--- src/rtl/duty_record_ctrl.sv ---
// -----------------------------------------------------------------------------
// duty_record_ctrl
//
// Record/playback sequencer for the X/Y duty-cycle sample memory.
//   IDLE   : live duty values are registered straight through to dc_x/dc_y.
//   RECORD : one RAM write per sample tick, starting at address 0.
//   PLAY   : one RAM read per sample tick; the returned sample drives dc_x/dc_y.
//
// The block owns all RAM addressing and strobes. The RAM itself is external
// and is never cleared here.
//
// Build option:
//   DUTY_LOOP_EN  defined   -> playback wraps at end-of-data and runs until stop/reset.
//                 undefined -> one-shot playback, back to IDLE after the last sample.
// -----------------------------------------------------------------------------
module duty_record_ctrl #(
    parameter int ADDR_W   = 8,
    parameter int DATA_W   = 6,
    parameter int TICK_DIV = 50000
) (
    input  logic              sysclk,
    input  logic              reset,
    input  logic              rec_start,
    input  logic              play_start,
    input  logic              stop,
    input  logic [DATA_W-1:0] duty_x_in,
    input  logic [DATA_W-1:0] duty_y_in,
    input  logic [DATA_W-1:0] mem_rdata_x,
    input  logic [DATA_W-1:0] mem_rdata_y,
    output logic [ADDR_W-1:0] mem_addr,
    output logic              mem_we,
    output logic              mem_re,
    output logic [DATA_W-1:0] mem_wdata_x,
    output logic [DATA_W-1:0] mem_wdata_y,
    output logic [DATA_W-1:0] dc_x,
    output logic [DATA_W-1:0] dc_y,
    output logic [1:0]        state,
    output logic [ADDR_W:0]   rec_len
);

    // -------------------------------------------------------------------------
    // Constants
    // -------------------------------------------------------------------------
    localparam int DIV_W = (TICK_DIV > 1) ? $clog2(TICK_DIV) : 1;

    localparam logic [DIV_W-1:0]  TICK_LAST = DIV_W'(TICK_DIV - 1);
    localparam logic [DIV_W-1:0]  DIV_ONE   = DIV_W'(1);
    localparam logic [ADDR_W-1:0] ADDR_MAX  = '1;
    localparam logic [ADDR_W-1:0] ADDR_ONE  = ADDR_W'(1);
    localparam logic [ADDR_W:0]   LEN_ONE   = (ADDR_W + 1)'(1);

    // Encoding is visible on the state port: 0 = IDLE, 1 = RECORD, 2 = PLAY.
    typedef enum logic [1:0] {
        ST_IDLE   = 2'd0,
        ST_RECORD = 2'd1,
        ST_PLAY   = 2'd2
    } state_e;

    // -------------------------------------------------------------------------
    // State and datapath registers
    // -------------------------------------------------------------------------
    state_e            state_q,   state_d;
    logic [DIV_W-1:0]  div_q,     div_d;
    logic [ADDR_W-1:0] wr_addr_q, wr_addr_d;
    logic [ADDR_W-1:0] rd_addr_q, rd_addr_d;
    logic [ADDR_W:0]   rec_len_q, rec_len_d;
    logic              rd_pend_q, rd_pend_d;
    logic [DATA_W-1:0] dc_x_q,    dc_x_d;
    logic [DATA_W-1:0] dc_y_q,    dc_y_d;

    // -------------------------------------------------------------------------
    // Derived strobes
    // -------------------------------------------------------------------------
    logic tick;
    logic wr_fire;
    logic rd_fire;
    logic last_sample;

    // The divider only runs outside IDLE, so tick never fires in IDLE.
    assign tick = (state_q != ST_IDLE) && (div_q == TICK_LAST);

    // A stop in the tick cycle suppresses that cycle's RAM access.
    assign wr_fire = (state_q == ST_RECORD) && tick && !stop && !reset;
    assign rd_fire = (state_q == ST_PLAY)   && tick && !stop && !reset;

    // True while the read address points at the final stored sample.
    assign last_sample = ({1'b0, rd_addr_q} + LEN_ONE) == rec_len_q;

    // -------------------------------------------------------------------------
    // Next-state decode: stop first, then start commands, then end conditions.
    // -------------------------------------------------------------------------
    always_comb begin
        // NOTE: every signal assigned in an always_comb gets a default on the
        // first line; a path that leaves it unassigned would infer a latch.
        state_d = state_q;
        unique case (state_q)
            ST_IDLE: begin
                if (!stop) begin
                    if (rec_start) begin
                        state_d = ST_RECORD;
                    end else if (play_start && (rec_len_q != '0)) begin
                        state_d = ST_PLAY;
                    end
                end
            end
            ST_RECORD: begin
                if (stop) begin
                    state_d = ST_IDLE;
                end else if (tick && (wr_addr_q == ADDR_MAX)) begin
                    // Final address written this cycle: memory is full.
                    state_d = ST_IDLE;
                end
            end
            ST_PLAY: begin
                if (stop) begin
                    state_d = ST_IDLE;
                end
`ifndef DUTY_LOOP_EN
                else if (rd_pend_q && last_sample) begin
                    // Last sample lands in dc at this edge; one-shot ends here.
                    state_d = ST_IDLE;
                end
`endif
            end
            default: begin
                state_d = ST_IDLE;
            end
        endcase
    end

    // -------------------------------------------------------------------------
    // Sample divider: counts 0..TICK_DIV-1, held at 0 in IDLE, restarts on
    // every state change so the first tick is a full period after entry.
    // -------------------------------------------------------------------------
    always_comb begin
        div_d = div_q + DIV_ONE;
        if ((state_d != state_q) || (state_q == ST_IDLE) || tick) begin
            div_d = '0;
        end
    end

    // -------------------------------------------------------------------------
    // Record counters: cleared on entry, advanced by each accepted write.
    // -------------------------------------------------------------------------
    always_comb begin
        wr_addr_d = wr_addr_q;
        rec_len_d = rec_len_q;
        if ((state_q == ST_IDLE) && (state_d == ST_RECORD)) begin
            wr_addr_d = '0;
            rec_len_d = '0;
        end else if (wr_fire) begin
            rec_len_d = rec_len_q + LEN_ONE;
            // The write address saturates; the full condition exits RECORD.
            if (wr_addr_q != ADDR_MAX) begin
                wr_addr_d = wr_addr_q + ADDR_ONE;
            end
        end
    end

    // -------------------------------------------------------------------------
    // Playback counters: a read issued on tick is consumed one cycle later,
    // which is also when the read address advances.
    // -------------------------------------------------------------------------
    always_comb begin
        rd_addr_d = rd_addr_q;
        rd_pend_d = 1'b0;
        if ((state_q == ST_IDLE) && (state_d == ST_PLAY)) begin
            rd_addr_d = '0;
        end else if ((state_q == ST_PLAY) && !stop) begin
            rd_pend_d = rd_fire;
            if (rd_pend_q) begin
`ifdef DUTY_LOOP_EN
                rd_addr_d = last_sample ? '0 : (rd_addr_q + ADDR_ONE);
`else
                rd_addr_d = rd_addr_q + ADDR_ONE;
`endif
            end
        end
    end

    // -------------------------------------------------------------------------
    // PWM duty select: live pass-through except while playing, where the
    // last read sample is held; a stop drops straight back to live values.
    // -------------------------------------------------------------------------
    always_comb begin
        dc_x_d = duty_x_in;
        dc_y_d = duty_y_in;
        if ((state_q == ST_PLAY) && !stop) begin
            dc_x_d = dc_x_q;
            dc_y_d = dc_y_q;
            if (rd_pend_q) begin
                dc_x_d = mem_rdata_x;
                dc_y_d = mem_rdata_y;
            end
        end
    end

    // -------------------------------------------------------------------------
    // RAM address and write data: address is 0 unless a strobe is active.
    // -------------------------------------------------------------------------
    always_comb begin
        mem_addr    = '0;
        mem_wdata_x = '0;
        mem_wdata_y = '0;
        if (wr_fire) begin
            mem_addr    = wr_addr_q;
            mem_wdata_x = duty_x_in;
            mem_wdata_y = duty_y_in;
        end else if (rd_fire) begin
            mem_addr = rd_addr_q;
        end
    end

    assign mem_we  = wr_fire;
    assign mem_re  = rd_fire;
    assign dc_x    = dc_x_q;
    assign dc_y    = dc_y_q;
    assign state   = state_q;
    assign rec_len = rec_len_q;

    // -------------------------------------------------------------------------
    // State register with synchronous reset; reset aborts any mode at once.
    // -------------------------------------------------------------------------
    always_ff @(posedge sysclk) begin
        // NOTE: non-blocking assignments here so every register samples the
        // pre-edge value of the others, independent of statement order.
        if (reset) begin
            state_q   <= ST_IDLE;
            div_q     <= '0;
            wr_addr_q <= '0;
            rd_addr_q <= '0;
            rec_len_q <= '0;
            rd_pend_q <= 1'b0;
            dc_x_q    <= '0;
            dc_y_q    <= '0;
        end else begin
            state_q   <= state_d;
            div_q     <= div_d;
            wr_addr_q <= wr_addr_d;
            rd_addr_q <= rd_addr_d;
            rec_len_q <= rec_len_d;
            rd_pend_q <= rd_pend_d;
            dc_x_q    <= dc_x_d;
            dc_y_q    <= dc_y_d;
        end
    end

endmodule

--- config.mk ---
export PLATFORM = sky130hd
export DESIGN_NAME = duty_record_ctrl
export DESIGN_NICKNAME = d
export VERILOG_FILES = /design/src/rtl/duty_record_ctrl.sv
export SDC_FILE = /design/constraint.sdc
export NUM_CORES = 1
export LEC_CHECK = 0
export CAP_MARGIN = 25
export CORE_MARGIN = 2
export CORE_UTILIZATION = 45
export DETAILED_ROUTE_END_ITERATION = 10
export PLACE_DENSITY = 0.73
export RECOVER_POWER = 25
export SETUP_SLACK_MARGIN = 0.4
export SLEW_MARGIN = 20
export SYNTH_ARGS = -nofsm -noshare
export SYNTH_HDL_FRONTEND = slang
export SYNTH_SLANG_ARGS = --single-unit
--- constraint.sdc ---
create_clock -name sysclk -period 5.2 [get_ports sysclk]
set_input_delay 1.04 -clock sysclk [delete_from_list [all_inputs] [get_ports sysclk]]
set_output_delay 1.04 -clock sysclk [all_outputs]
set_load 0.1 [all_outputs]
======== Yosys cells after proc, flatten, opt, wreduce, memory -nomap -nowiden ========
Cells that the tools add are included.
cells by class
  reductions and logical operators ........ 26
  bitwise gates (word level) .............. 1
  multiplexer cells ....................... 16
  $add $sub $neg .......................... 5
  equality and inequality tests ........... 10
operators with widths
  operator                                       count
  2-to-1 mux 6 bit                               6
  adder 16 x 1 -> 16 bit, second input constant  1
  adder 8 x 1 -> 8 bit, second input constant    2
  == test 16 bit, second input constant          1
  2-to-1 mux 8 bit                               2
  2-to-1 mux 2 bit                               7
  logical AND 1 bit                              13
  adder 8 x 1 -> 9 bit, second input constant    1
  adder 9 x 1 -> 9 bit, second input constant    1
  == test 9 bit                                  1
  nonzero test 9 bit                             1
  == test 8 bit, second input constant           1
  inequality test 8 bit, second input constant   1
  case mux 2 bit (3 select lines)                1
  OR reduction 2 bit                             3
  == test 2 x 1 -> 1 bit, second input constant  2
  == test 2 bit, second input constant           2
  AND reduction 2 bit                            2
  OR reduction 3 bit                             1
  zero test 1 bit                                2
  zero test 2 bit                                1
  logical OR 1 bit                               2
  inequality test 2 bit                          1
  inequality test 2 bit, second input constant   1
  other kinds (2)                                2
storage, ports and cells
  flip-flop bits (word level) ............. 56
  bits of input ports ..................... 29
  output and inout bits ................... 45

======== Logic depth before layout (Yosys ltp) ========
  word-level depth ........................ 10
  depth in mapped cells ................... 8
  mapped depth without buffers ............ 6

======== Worst setup path after synthesis ========
No wires, ideal clock.
  path kind ............................... register -> output
  from .................................... reg state_q[1], in the netlist state[1]
  to ...................................... out mem_addr[6]
  arrival ................................. 3.900 ns
  stages on the path, launching flop included .. 5
  slack ................................... 0.260 ns
  required time ........................... 4.160 ns
  cell sequence ........................... dfxtp_1 -> nor3b_1 -> clkbuf_1 -> a22oi_1 -> nor3_1
between the ends
  longest elaborated chain between the ends .. 7
  elaborated cells between the ends (all ways) .. 12
RTL lines
  element                          RTL line  RTL
  start: declaration               62        state_e state_q, state_d;
  start signal: assignment         237       state_q <= state_d;
  nonzero test 2 bit               80        assign tick = (state_q != ST_IDLE) && (div_q == TICK_LAST);
  logical AND 1 bit                80
  logical AND 1 bit (3 in series)  84        assign rd_fire = (state_q == ST_PLAY) && tick && !stop && !reset;
  2-to-1 mux 8 bit                 209       end else if (rd_fire) begin
  2-to-1 mux 8 bit *               205       if (wr_fire) begin
  end: declaration                 30        output logic [ADDR_W-1:0] mem_addr,
Every way passes the cells marked *; elsewhere a longest branch is shown, timed or not.

======== Worst setup path in the final report ========
  from .................................... in stop
  to ...................................... out mem_addr[4]
between the ends
  longest elaborated chain between the ends .. 5
  elaborated cells between the ends (all ways) .. 7
RTL lines
  element                          RTL line  RTL
  start: declaration               25        input logic stop,
  zero test 1 bit *                83, 84
  logical AND 1 bit (2 in series)  84
  2-to-1 mux 8 bit                 209
  2-to-1 mux 8 bit *               205
Marks and branches as above.

==> metrics.cfg <==
[cts]
clockBufferDepth = 2
root_buffer = clkbuf_8
cts_tree = built
cts_inserted_buffers = 5
clk_pin_slew_ps = 120
postCtsSetupBuffers = 0
cts_resized = 0
cts_sinks = 56
clock_latency_ps = 320
holdBufCountCts = 0
htree_levels = 2

[grt]
antenna_found_initial = 0
grtUsageTotal = 0.223
grt_pass1_vias = 2767
grt_max_degree = 32
grt_pass1_wl_mm = 13.5
gr-total-overflow = 0

[floorplanning]
dieHeight_um = 87.3
io_pins = 74
start_util = 0.462
dieArea_mm2 = 0.00761
die_w_um = 87.3
row_count = 30
core_area_mm2 = 0.00676

[route]
routed-wl-met2_mm = 4.13
avgViaCountPerCell = 5.69
routed.top_layer = met4
wl_mm = 8.22
wl_met1_mm = 3.65
wl_met3_um = 334
dr.pass1.iters = 4
wl_per_cell_um = 16.3
route.detailed.drc = 0
drt_iter0_drc = 158
num_vias = 2863
ant_nets = 0

[worst_setup_path]
crit_top_cell = buf_4
cp_max_fo = 24
r2r_slack_ps = 2300
crit_type = input pin to output port
start_kind = input pin
cp-end-kind = output port
crit_chain = dlygate4sd3_1 > nor2_1 > nand2_1 > clkbuf_1 > nor3_2 > buf_4 > a22o_1 > buf_4
slowest_stage = dlygate4sd3_1
arrival_ps = 3370
reg2reg_depth = 4
slowest_delay_ps = 600
cp.required_ps = 4160

[logic_synthesis]
synth_seq_cells = 56
syn-cell-area_mm2 = 0.00312
syn_avg_cell_area_um2 = 8.62
synth_nets = 396
synth.distinct_cells = 47
synth_edf_count = 0
yosysSeqAreaShare = 0.359
synthArstFlopShare = 0
netlist_instances = 362
ys.flop_type = dfxtp_1
yosys_warnings = 0

[finish]
final_cell_mix = dfxtp_1, clkdlybuf4s50_1, nor2_1, a211oi_1, xnor2_1
fin_util = 0.606
final_nets = 456
layout_commonest_cell = dfxtp_1
antenna_cells = 0
layout-drive-gt1-share = 0.0946
synthToLayoutAreaGrowth_pct = 31.3

[sta]
setup_violations = 0
tns_ps = 0
rsz0062_at_grt = false
slew_headroom = 0.330
max_freq_mhz = 227
hold_viol = 0
worstMarginPinSlew_ps = 1000
slew_violations = 0
period_share = 0.848
skew_ps = 14.8
worst_slack_ps = 789
period_needed_ps = 4410
worst_hold_slack_ps = 484

[place]
dp_hpwl_mm = 6.04
numPortBuffers = 73
gp_congestion = 0.851
dp_slack_ps = 1180

[power_and_ir_drop]
ir_drop_mv = 0.179
power.density_mw_per_mm2 = 203
finalPower_uw = 833
p_leak_nw = 1.35

[min_path]
hold_path_class = register to register
hold_depth = 1

[run_status]
outcome = finished, final reports clean

[job]
maxCapViolCount = 0

## sequential cells by signal, summed over array words and instances, names as in the netlist
name,count
dc_x,6
dc_y,6
div_q,16
rd_addr_q,8
rd_pend_q,1
rec_len,9
state,2
wr_addr_q,8
## logic make-up after synthesis
| logic type | count (synthesis) | synth area share |
|---|---|---|
| xor gates and xnor gates | 39 | 0.110 |
| muxes | 14 | 0.0449 |
| and+or+nand+nor | 149 | 0.266 |
| buffers and inverters | 33 | 0.0429 |
| adders and majority gates | 5 | 0.0201 |
| DFF | 56 | 0.359 |
| AOI/OAI and AO/OA | 66 | 0.157 |
## cells in the mapped netlist, drive strengths merged, types with 2 or more instances
cell type,instances,share of area
xnor2,27,0.076
nand3,14,0.022
nor3,7,0.011
and2,15,0.030
nand2,15,0.018
nor4,8,0.016
nor4bb,5,0.016
ha,5,0.020
a2111oi,2,0.012
xor2,12,0.034
and4,6,0.017
a22o,7,0.020
nand4,16,0.032
dfxtp,56,0.36
or3,4,0.0080
mux2i,14,0.045
or4b,2,0.0076
inv,9,0.011
o211ai,2,0.0048
a211oi,28,0.067
or4,3,0.0072
nor2,39,0.047
a21oi,12,0.019
buf,4,0.0080
and3,8,0.016
o31ai,3,0.0072
o21ai,4,0.0064
clkbuf,20,0.024
## final timing paths
path                              from             endpoint
hold / removal     div_q[0]$_SDFF_PP0_  div_q[0]$_SDFF_PP0_
setup reg to reg  rd_pend_q$_SDFF_PP0_  div_q[0]$_SDFF_PP0_
setup / recovery                  stop          mem_addr[4]
hold reg to reg    div_q[0]$_SDFF_PP0_  div_q[0]$_SDFF_PP0_
## metrics by stage
stage,instances,area (um2)
3_5_place_dp,495,3990
5_1_grt,503,4100
6_report,503,4100
2_1_floorplan,362,3120
4_1_cts,503,4110
3_3_place_gp,495,3990
## routing by layer
metal | track usage | vias up
met1 | 0.284 | 1332
met4 | 0.0727 | 0
li1 | - | 1444
met2 | 0.386 | 77
met3 | 0.0322 | 10
met5 | 0 | -
## cell type report
class | instances | area (um2)
Multi-Input combinational cell | 273 | 1870
Clock inverter | 3 | 46.3
Sequential cell | 56 | 1120
Tap cell | 80 | 100
Timing Repair Buffer | 77 | 852
Fill cell | 593 | 2660
Clock buffer | 5 | 68.8
Inverter | 9 | 33.8
## critical path, delay by kind of cell
family	cells	cell delay, ps
buffers and inverters	4	1580
AO/OA/AOI/OAI	1	190
AND/OR/NAND/NOR	3	550
## power breakdown
part / internal (mW) / total [mW] / leakage, nW / switching [mW]
Clock: 0.145 / 0.299 / 0.0548 / 0.154
Combinational: 0.0342 / 0.0958 / 0.841 / 0.0616
Sequential: 0.434 / 0.438 / 0.454 / 0.00379
Note: power is estimated with default switching activity, not from simulation.
